`src/rtl/alu_serial_ctrl.sv`:
```
// alu_serial_ctrl: bit-serial and/or/add/slt engine, one ALU slice stepped LSB first over WIDTH bits.
// Optional feature macro: ALU_SERIAL_ZERO_FLAG_EN (adds zero detect on the final result).
module alu_serial_ctrl #(
  parameter int WIDTH = 8
) (
  input  logic             i_clk,
  input  logic             i_rst_n,
  input  logic             i_start,
  input  logic [1:0]       i_op,
  input  logic             i_binvert,
  input  logic [WIDTH-1:0] i_a,
  input  logic [WIDTH-1:0] i_b,
  output logic             o_ready,
  output logic             o_done,
  output logic [WIDTH-1:0] o_result,
  output logic             o_overflow,
  output logic             o_cout,
  output logic             o_zero
);
  localparam int CW = $clog2(WIDTH);
  localparam logic [1:0] OP_AND = 2'd0;
  localparam logic [1:0] OP_OR  = 2'd1;
  localparam logic [1:0] OP_ADD = 2'd2;
  localparam logic [1:0] OP_SLT = 2'd3;
  localparam logic [CW-1:0] LAST = CW'(WIDTH - 1);

  typedef enum logic [1:0] {S_IDLE, S_RUN, S_FIX, S_DONE} state_t;

  state_t           r_state, w_next;
  logic [WIDTH-1:0] r_a, r_b, r_result;
  logic [WIDTH-2:0] r_sh;
  logic [1:0]       r_op;
  logic [CW-1:0]    r_cnt;
  logic             r_binv, r_carry, r_set, r_overflow, r_cout;
  logic             w_accept, w_last, w_finish, w_b2, w_sum, w_carry, w_bit, w_ovf, w_set;
  logic [WIDTH-1:0] w_cat, w_final;

  // One ALU slice on the current LSBs plus commit/result assembly
  always_comb begin
    w_accept = (r_state == S_IDLE) && i_start;
    w_last   = (r_state == S_RUN) && (r_cnt == LAST);
    w_b2     = r_b[0] ^ r_binv;
    w_sum    = r_a[0] ^ w_b2 ^ r_carry;
    w_carry  = (r_a[0] & w_b2) | (r_a[0] & r_carry) | (w_b2 & r_carry);
    w_bit    = (r_op == OP_AND) ? (r_a[0] & r_b[0]) :
               (r_op == OP_OR)  ? (r_a[0] | r_b[0]) :
               (r_op == OP_ADD) ? w_sum : 1'b0;
    w_ovf    = (r_a[0] == w_b2) && (w_sum != r_a[0]);
    w_set    = (r_a[0] != w_b2) ? w_sum : r_a[0];
    w_cat    = {w_bit, r_sh};
    w_finish = (w_last && (r_op != OP_SLT)) || (r_state == S_FIX);
    w_final  = (r_state == S_FIX) ? {{(WIDTH-1){1'b0}}, r_set} : w_cat;
  end

  // Next-state decode: slt takes the extra FIX cycle before DONE
  always_comb begin
    w_next = r_state;
    case (r_state)
      S_IDLE:  w_next = i_start ? S_RUN : S_IDLE;
      S_RUN:   w_next = !w_last ? S_RUN : (r_op == OP_SLT) ? S_FIX : S_DONE;
      S_FIX:   w_next = S_DONE;
      default: w_next = S_IDLE;
    endcase
  end

  // State register
  always_ff @(posedge i_clk or negedge i_rst_n) begin
    if (!i_rst_n) r_state <= S_IDLE;
    else          r_state <= w_next;
  end

  // Operand shifters, carry chain, bit counter and slt set capture
  always_ff @(posedge i_clk or negedge i_rst_n) begin
    if (!i_rst_n) begin
      r_a     <= '0;
      r_b     <= '0;
      r_sh    <= '0;
      r_op    <= OP_AND;
      r_binv  <= 1'b0;
      r_carry <= 1'b0;
      r_cnt   <= '0;
      r_set   <= 1'b0;
    end else if (w_accept) begin
      r_a     <= i_a;
      r_b     <= i_b;
      r_sh    <= '0;
      r_op    <= i_op;
      r_binv  <= i_binvert | (i_op == OP_SLT);
      r_carry <= i_binvert | (i_op == OP_SLT);
      r_cnt   <= '0;
    end else if (r_state == S_RUN) begin
      r_a     <= r_a >> 1;
      r_b     <= r_b >> 1;
      r_sh    <= w_cat[WIDTH-1:1];
      r_carry <= w_carry;
      r_cnt   <= w_last ? r_cnt : r_cnt + CW'(1);
      if (w_last) r_set <= w_set;
    end
  end

  // Visible result and flags change only when an operation completes
  always_ff @(posedge i_clk or negedge i_rst_n) begin
    if (!i_rst_n) begin
      r_result   <= '0;
      r_overflow <= 1'b0;
      r_cout     <= 1'b0;
    end else if (w_finish) begin
      r_result   <= w_final;
      r_overflow <= (r_op == OP_ADD) && w_ovf;
      r_cout     <= (r_op == OP_ADD) && w_carry;
    end
  end

`ifdef ALU_SERIAL_ZERO_FLAG_EN
  logic r_zero;

  // Zero flag tracks the committed result
  always_ff @(posedge i_clk or negedge i_rst_n) begin
    if (!i_rst_n)      r_zero <= 1'b0;
    else if (w_finish) r_zero <= ~|w_final;
  end

  assign o_zero = r_zero;
`else
  assign o_zero = 1'b0;
`endif

  assign o_ready    = (r_state == S_IDLE);
  assign o_done     = (r_state == S_DONE);
  assign o_result   = r_result;
  assign o_overflow = r_overflow;
  assign o_cout     = r_cout;
endmodule
```
`config.mk`:
```
export PLATFORM = sky130hd
export DESIGN_NAME = alu_serial_ctrl
export DESIGN_NICKNAME = d
export VERILOG_FILES = /design/src/rtl/alu_serial_ctrl.sv
export SDC_FILE = /design/constraint.sdc
export NUM_CORES = 1
export LEC_CHECK = 0
export CAP_MARGIN = 25
export CORE_MARGIN = 5
export CORE_UTILIZATION = 38
export DETAILED_ROUTE_END_ITERATION = 10
export GPL_TIMING_DRIVEN = 0
export PLACE_DENSITY = 0.65
export SLEW_MARGIN = 25
export SYNTH_ARGS = -nofsm -noshare
export SYNTH_HDL_FRONTEND = slang
export SYNTH_SLANG_ARGS = --single-unit
export TNS_END_PERCENT = 30
```
`constraint.sdc`:
```
create_clock -name i_clk -period 2.2 [get_ports i_clk]
set_input_delay 0.33 -clock i_clk [delete_from_list [all_inputs] [get_ports i_clk]]
set_output_delay 0.33 -clock i_clk [all_outputs]
set_load 0.1 [all_outputs]
```
=== Yosys cells after proc, flatten, opt, wreduce, memory -nomap -nowiden ===
Cells that the tools add are included.

* Register bits after elaboration: 43
* Output and inout bits: 13
* Logic and storage cells: 70

* $add $sub $neg: 1
* Equality and inequality tests: 13
* Mux-type cells: 20
* Bitwise logic cells: 12
* Reduce and logical (&&, ||, !) cells: 12

{| class="wikitable"
|+ Operators by type and width
! cell !! count
|-
| $mux 8 || 5
|-
| $mux 7 || 2
|-
| $eq 2x2->1 const B || 5
|-
| $mux 3 || 3
|-
| $mux 1 || 8
|-
| $logic_and 1x1->1 || 6
|-
| $pmux 2 s3 || 1
|-
| $and 1x1->1 || 4
|-
| $eq 2x1->1 const B || 2
|-
| $logic_not 2->1 || 2
|-
| $ne 2x2->1 const B || 2
|-
| $or 1x1->1 || 4
|-
| $add 3x1->3 const B || 1
|-
| $eq 3x3->1 const B || 1
|-
| $reduce_and 3->1 || 1
|-
| $xor 1x1->1 || 3
|-
| $mux 2 || 1
|-
| $ne 1x1->1 || 2
|-
| $reduce_and 2->1 || 1
|-
| $reduce_bool 2->1 || 1
|-
| $eq 1x1->1 || 1
|-
| $logic_or 1x1->1 || 1
|-
| $not 1->1 || 1
|}

=== Longest topological paths before layout ===
* Word-level depth: 8
* Mapped depth: 6

=== Least setup slack after synthesis ===
OpenSTA, ideal clock, no wires.

* Path kind: flip-flop to output port
* Start point: register r_state[0]
* End point: output o_ready
* Data arrival time: 1794 ps
* Required time: 1870 ps
* Setup slack: 76 ps
* Stages on the path, launching flop included: 3
* Buffers on the path: 1
* Cell sequence: dfrtp_1 buf_6 nor2_1

* Word-level cells in the longest chain between the ends: 1

{| class="wikitable"
|+ Ends and longest elaborated chain
! element !! RTL line !! RTL
|-
| start, declared || 29 || <nowiki>state_t r_state, w_next;</nowiki>
|-
| start signal, assigned || 69 || <nowiki>else r_state <= w_next;</nowiki>
|-
| $logic_not 2->1 || 128 || <nowiki>assign o_ready = (r_state == S_IDLE);</nowiki>
|-
| end, declared || 13 || <nowiki>output logic o_ready,</nowiki>
|}

Every way passes these cells.

=== Final worst setup path ===
* Start point: register r_result[4], in the netlist o_result[4]
* End point: output o_result[4]

{| class="wikitable"
|+ RTL lines
! element !! RTL line !! RTL
|-
| start, declared || 30 || <nowiki>logic [WIDTH-1:0] r_a, r_b, r_result;</nowiki>
|-
| start signal, assigned || 108 || <nowiki>r_result <= w_final;</nowiki>
|-
| end, declared || 15 || <nowiki>output logic [WIDTH-1:0] o_result,</nowiki>
|}

No word-level cell between the ends.

==> impl_metrics.py <==
metrics = {
    "outcome": {
        "outcome": "finished clean",
    },
    "cells_and_area": {
        "antenna_cells": 0,
        "syn_to_final_growth_pct": 28.35,
        "fin_util_pct": 50.47,
        "nNetsFinal": 265,
        "drive_gt1_share_pct": 12.50,
    },
    "grt": {
        "first_global_vias": 1522,
        "use_met1_pct": 18.57,
        "track_usage_pct": 14.19,
        "grt_pass1_wl_mm": 7.265,
        "grtUsageMet2_pct": 22.44,
        "grt.busiest_layer": "met2",
        "antenna_found_initial": 0,
        "grt_max_degree": 27,
        "gr-usage-met3_pct": 4.121,
        "grt_overflow": 0,
    },
    "floorplan": {
        "fp.dieW_microns": 82.70,
        "start_util_pct": 39.32,
        "core_sq_um": 5107,
        "die_h_microns": 82.70,
        "rows": 26,
        "dieArea_sq_um": 6838,
        "pin_count": 35,
    },
    "worst_setup_path": {
        "crit_path_start_kind": "register",
        "cp_top_family": "buffers and inverters",
        "worstSetupPathType": "reg2out",
        "crit_chain": "clkdlybuf4s50_1",
        "worst_path_largest_cell_delay_ps": 1130,
        "cp.buffers_inverters": 1,
        "end_kind": "output port",
        "slowest_stage": "clkdlybuf4s50_1",
        "required_ps": 1870,
        "worst_ep_arrival_time_ps": 1780,
        "cp_max_fo": 2,
    },
    "route": {
        "dr.pass1.iters": 4,
        "drt-initial-drc-count": 72,
        "routed_wl_mm": 4.053,
        "vias_per_cell": 4.835,
        "drtAntennaViolNets": 0,
        "remaining_drc_errors": 0,
        "wl_per_cell_microns": 13.07,
        "num_vias": 1499,
    },
    "clock_network": {
        "path_clk_slew_ps": 80,
        "post_cts_buffers": 0,
        "cts_tree": "yes",
        "cts_root_buf": "clkbuf_8",
        "cts.sinks": 43,
        "cts-htree-levels": 2,
        "numCtsBuffers": 5,
        "clock_path_buffers": 2,
        "insertion_delay_ps": 290,
    },
    "synth": {
        "async_reset_ff_share_pct": 100.0,
        "synthDistinctLibCells": 35,
        "synthFlopType": "dfrtp_1",
        "ys_seq_elements": 43,
        "netlist_area_sq_um": 2008,
        "synthesis.nets": 223,
        "syn_area_per_cell_sq_um": 10.19,
        "synth-edff-count": 0,
        "ys_seq_area_share_pct": 53.58,
        "syn_inst": 197,
        "yosys_warnings": 0,
    },
    "timing": {
        "skew_ps": 6.341,
        "hold_viol_final": 0,
        "tightest_slew_ps": 965.5,
        "hold_slack_ps": 483.5,
        "fmax_mhz": 474.1,
        "period_minus_slack_ps": 2109,
        "grt_setup_unrepaired": "false",
        "setup_viol": 0,
        "finalSetupTns_ps": 0,
        "finalMaxSlewViolations": 0,
        "min_period_over_period_pct": 95.88,
        "slew_headroom_pct": 35.43,
    },
    "job": {
        "drv_cap": 0,
    },
    "power": {
        "powerDensity_nw_per_um2": 1560,
        "totalPowerFinal_w": 0.004020,
        "vdd_drop_max_v": 0.0006551,
        "power_leakage_nw": 1.228,
    },
    "worst_hold_path": {
        "min_path_type": "reg2reg",
    },
    "placed_design": {
        "portBuffers": 33,
        "dp_hpwl_mm": 3.029,
        "gp_congestion": 0.7849,
    },
}
==> final cells by class <==
type,instances,area [sq um]
Clock buffer,5,68.82
Multi-Input combinational cell,142,840.8
Sequential cell,43,1076
Timing Repair Buffer,35,345.3
Inverter,1,3.754
Fill cell,506,2530
Buffer,11,87.58
Tap cell,70,87.58
Clock inverter,3,67.56
==> layout by cell type (no fill, tap or decap), drive strengths merged, types with 2 or more instances in the layout <==
cell / instances
nand2: 54
dfrtp: 43
clkdlybuf4s50: 30
nand3: 15
a22oi: 14
buf: 13
o21ai: 11
clkbuf: 7
nor2: 6
a21oi: 6
mux2: 5
nand2b: 3
a22o: 3
ha: 3
and2: 2
and3b: 2
and2b: 2
a31oi: 2
mux2i: 2
bufinv: 2
==> worst reg2reg max path: cells and delay by family (launching register included) <==
family	cells	cell delay, ps
flops	1	390
fa+ha+maj	2	450
compound gates	1	170
simple gates	1	190
mux	1	330
buf+inv	1	160
==> routing by layer <==
layer / part of all wire [%] / wire, microns / up-vias
met5: 0 / 0 / -
met1: 48 / 1933 / 694
met2: 45 / 1809 / 37
li1: - / - / 761
met3: 6.1 / 249 / 7
met4: 1.5 / 61 / 0
==> repair_timing <==
| action | 4_1_cts | 5_1_grt |
|---|---|---|
| endpoints found under the hold margin | 17 | 0 |
| hold buffers | 1 | 0 |
| setup endpoints to repair | 2 | 2 |
| resized for setup | 4 | 2 |
==> logic make-up after synthesis <==
group | count (synthesis) | share of synthesized area [%]
simple gates | 89 | 21.00
flops | 43 | 53.58
compound gates | 39 | 13.15
buf+inv | 12 | 4.548
mux | 7 | 3.800
fa+ha+maj | 4 | 2.866
xor+xnor | 2 | 0.8724
other cells | 1 | 0.1867
==> stage by stage <==
| stage | setup WS [ps] | instances | area (sq um) |
|---|---|---|---|
| floorplan | 75.65 | 197 | 2008 |
| global placement | -367.2 | 300 | 2426 |
| detailed placement | 52.68 | 301 | 2441 |
| CTS | 6.927 | 310 | 2587 |
| global route | 15.95 | 310 | 2577 |
| finish | 90.63 | 310 | 2577 |
==> final timing paths <==
kind / start / to / slack [ps] / cells after the start
hold reg to reg: r_b[3] / r_b[3] / 480 / 2
setup / recovery: o_result[4] / o_result[4] / 90 / 1
hold / removal: r_b[3] / r_b[3] / 480 / 2
max in group asynchronous: i_rst_n / o_overflow / 1220 / 3
min in group asynchronous: i_rst_n / r_a[3] / 500 / 2
setup reg to reg: r_cnt[0] / o_cout / 390 / 6
==> sequential cells by signal (all words and copies together) (netlist names), 2 cells and up <==
register / count
o_result: 8
r_a: 8
r_b: 8
r_cnt: 3
r_op: 2
r_sh: 7
r_state: 2
==> synthesized netlist by cell type, types with 2 or more instances <==
cell	count	area share, %
buf_2	4	1.0
a21oi_1	5	1.2
o21ai_0	9	2.2
a22o_1	3	1.3
nor2_1	6	1.1
a22oi_1	14	5.2
and2_1	2	0.62
dfrtp_1	43	54
buf_4	3	1.1
mux2i_1	2	1.0
a31oi_1	2	0.62
ha_1	3	1.9
nand2_1	54	10
nand2b_1	3	0.93
o21ai_1	2	0.50
mux2_1	4	2.2
and3b_1	2	0.87
buf_6	4	2.2
and2b_1	2	0.75
nand3_1	15	3.7
==> where the power goes <==
part	internal, W	total (W)	switching, W
combinational	0.000669	0.00196	0.00129
sequential	0.00111	0.00133	0.000224
clock	0.000453	0.000726	0.000273
(Power assumes the default switching activity.)
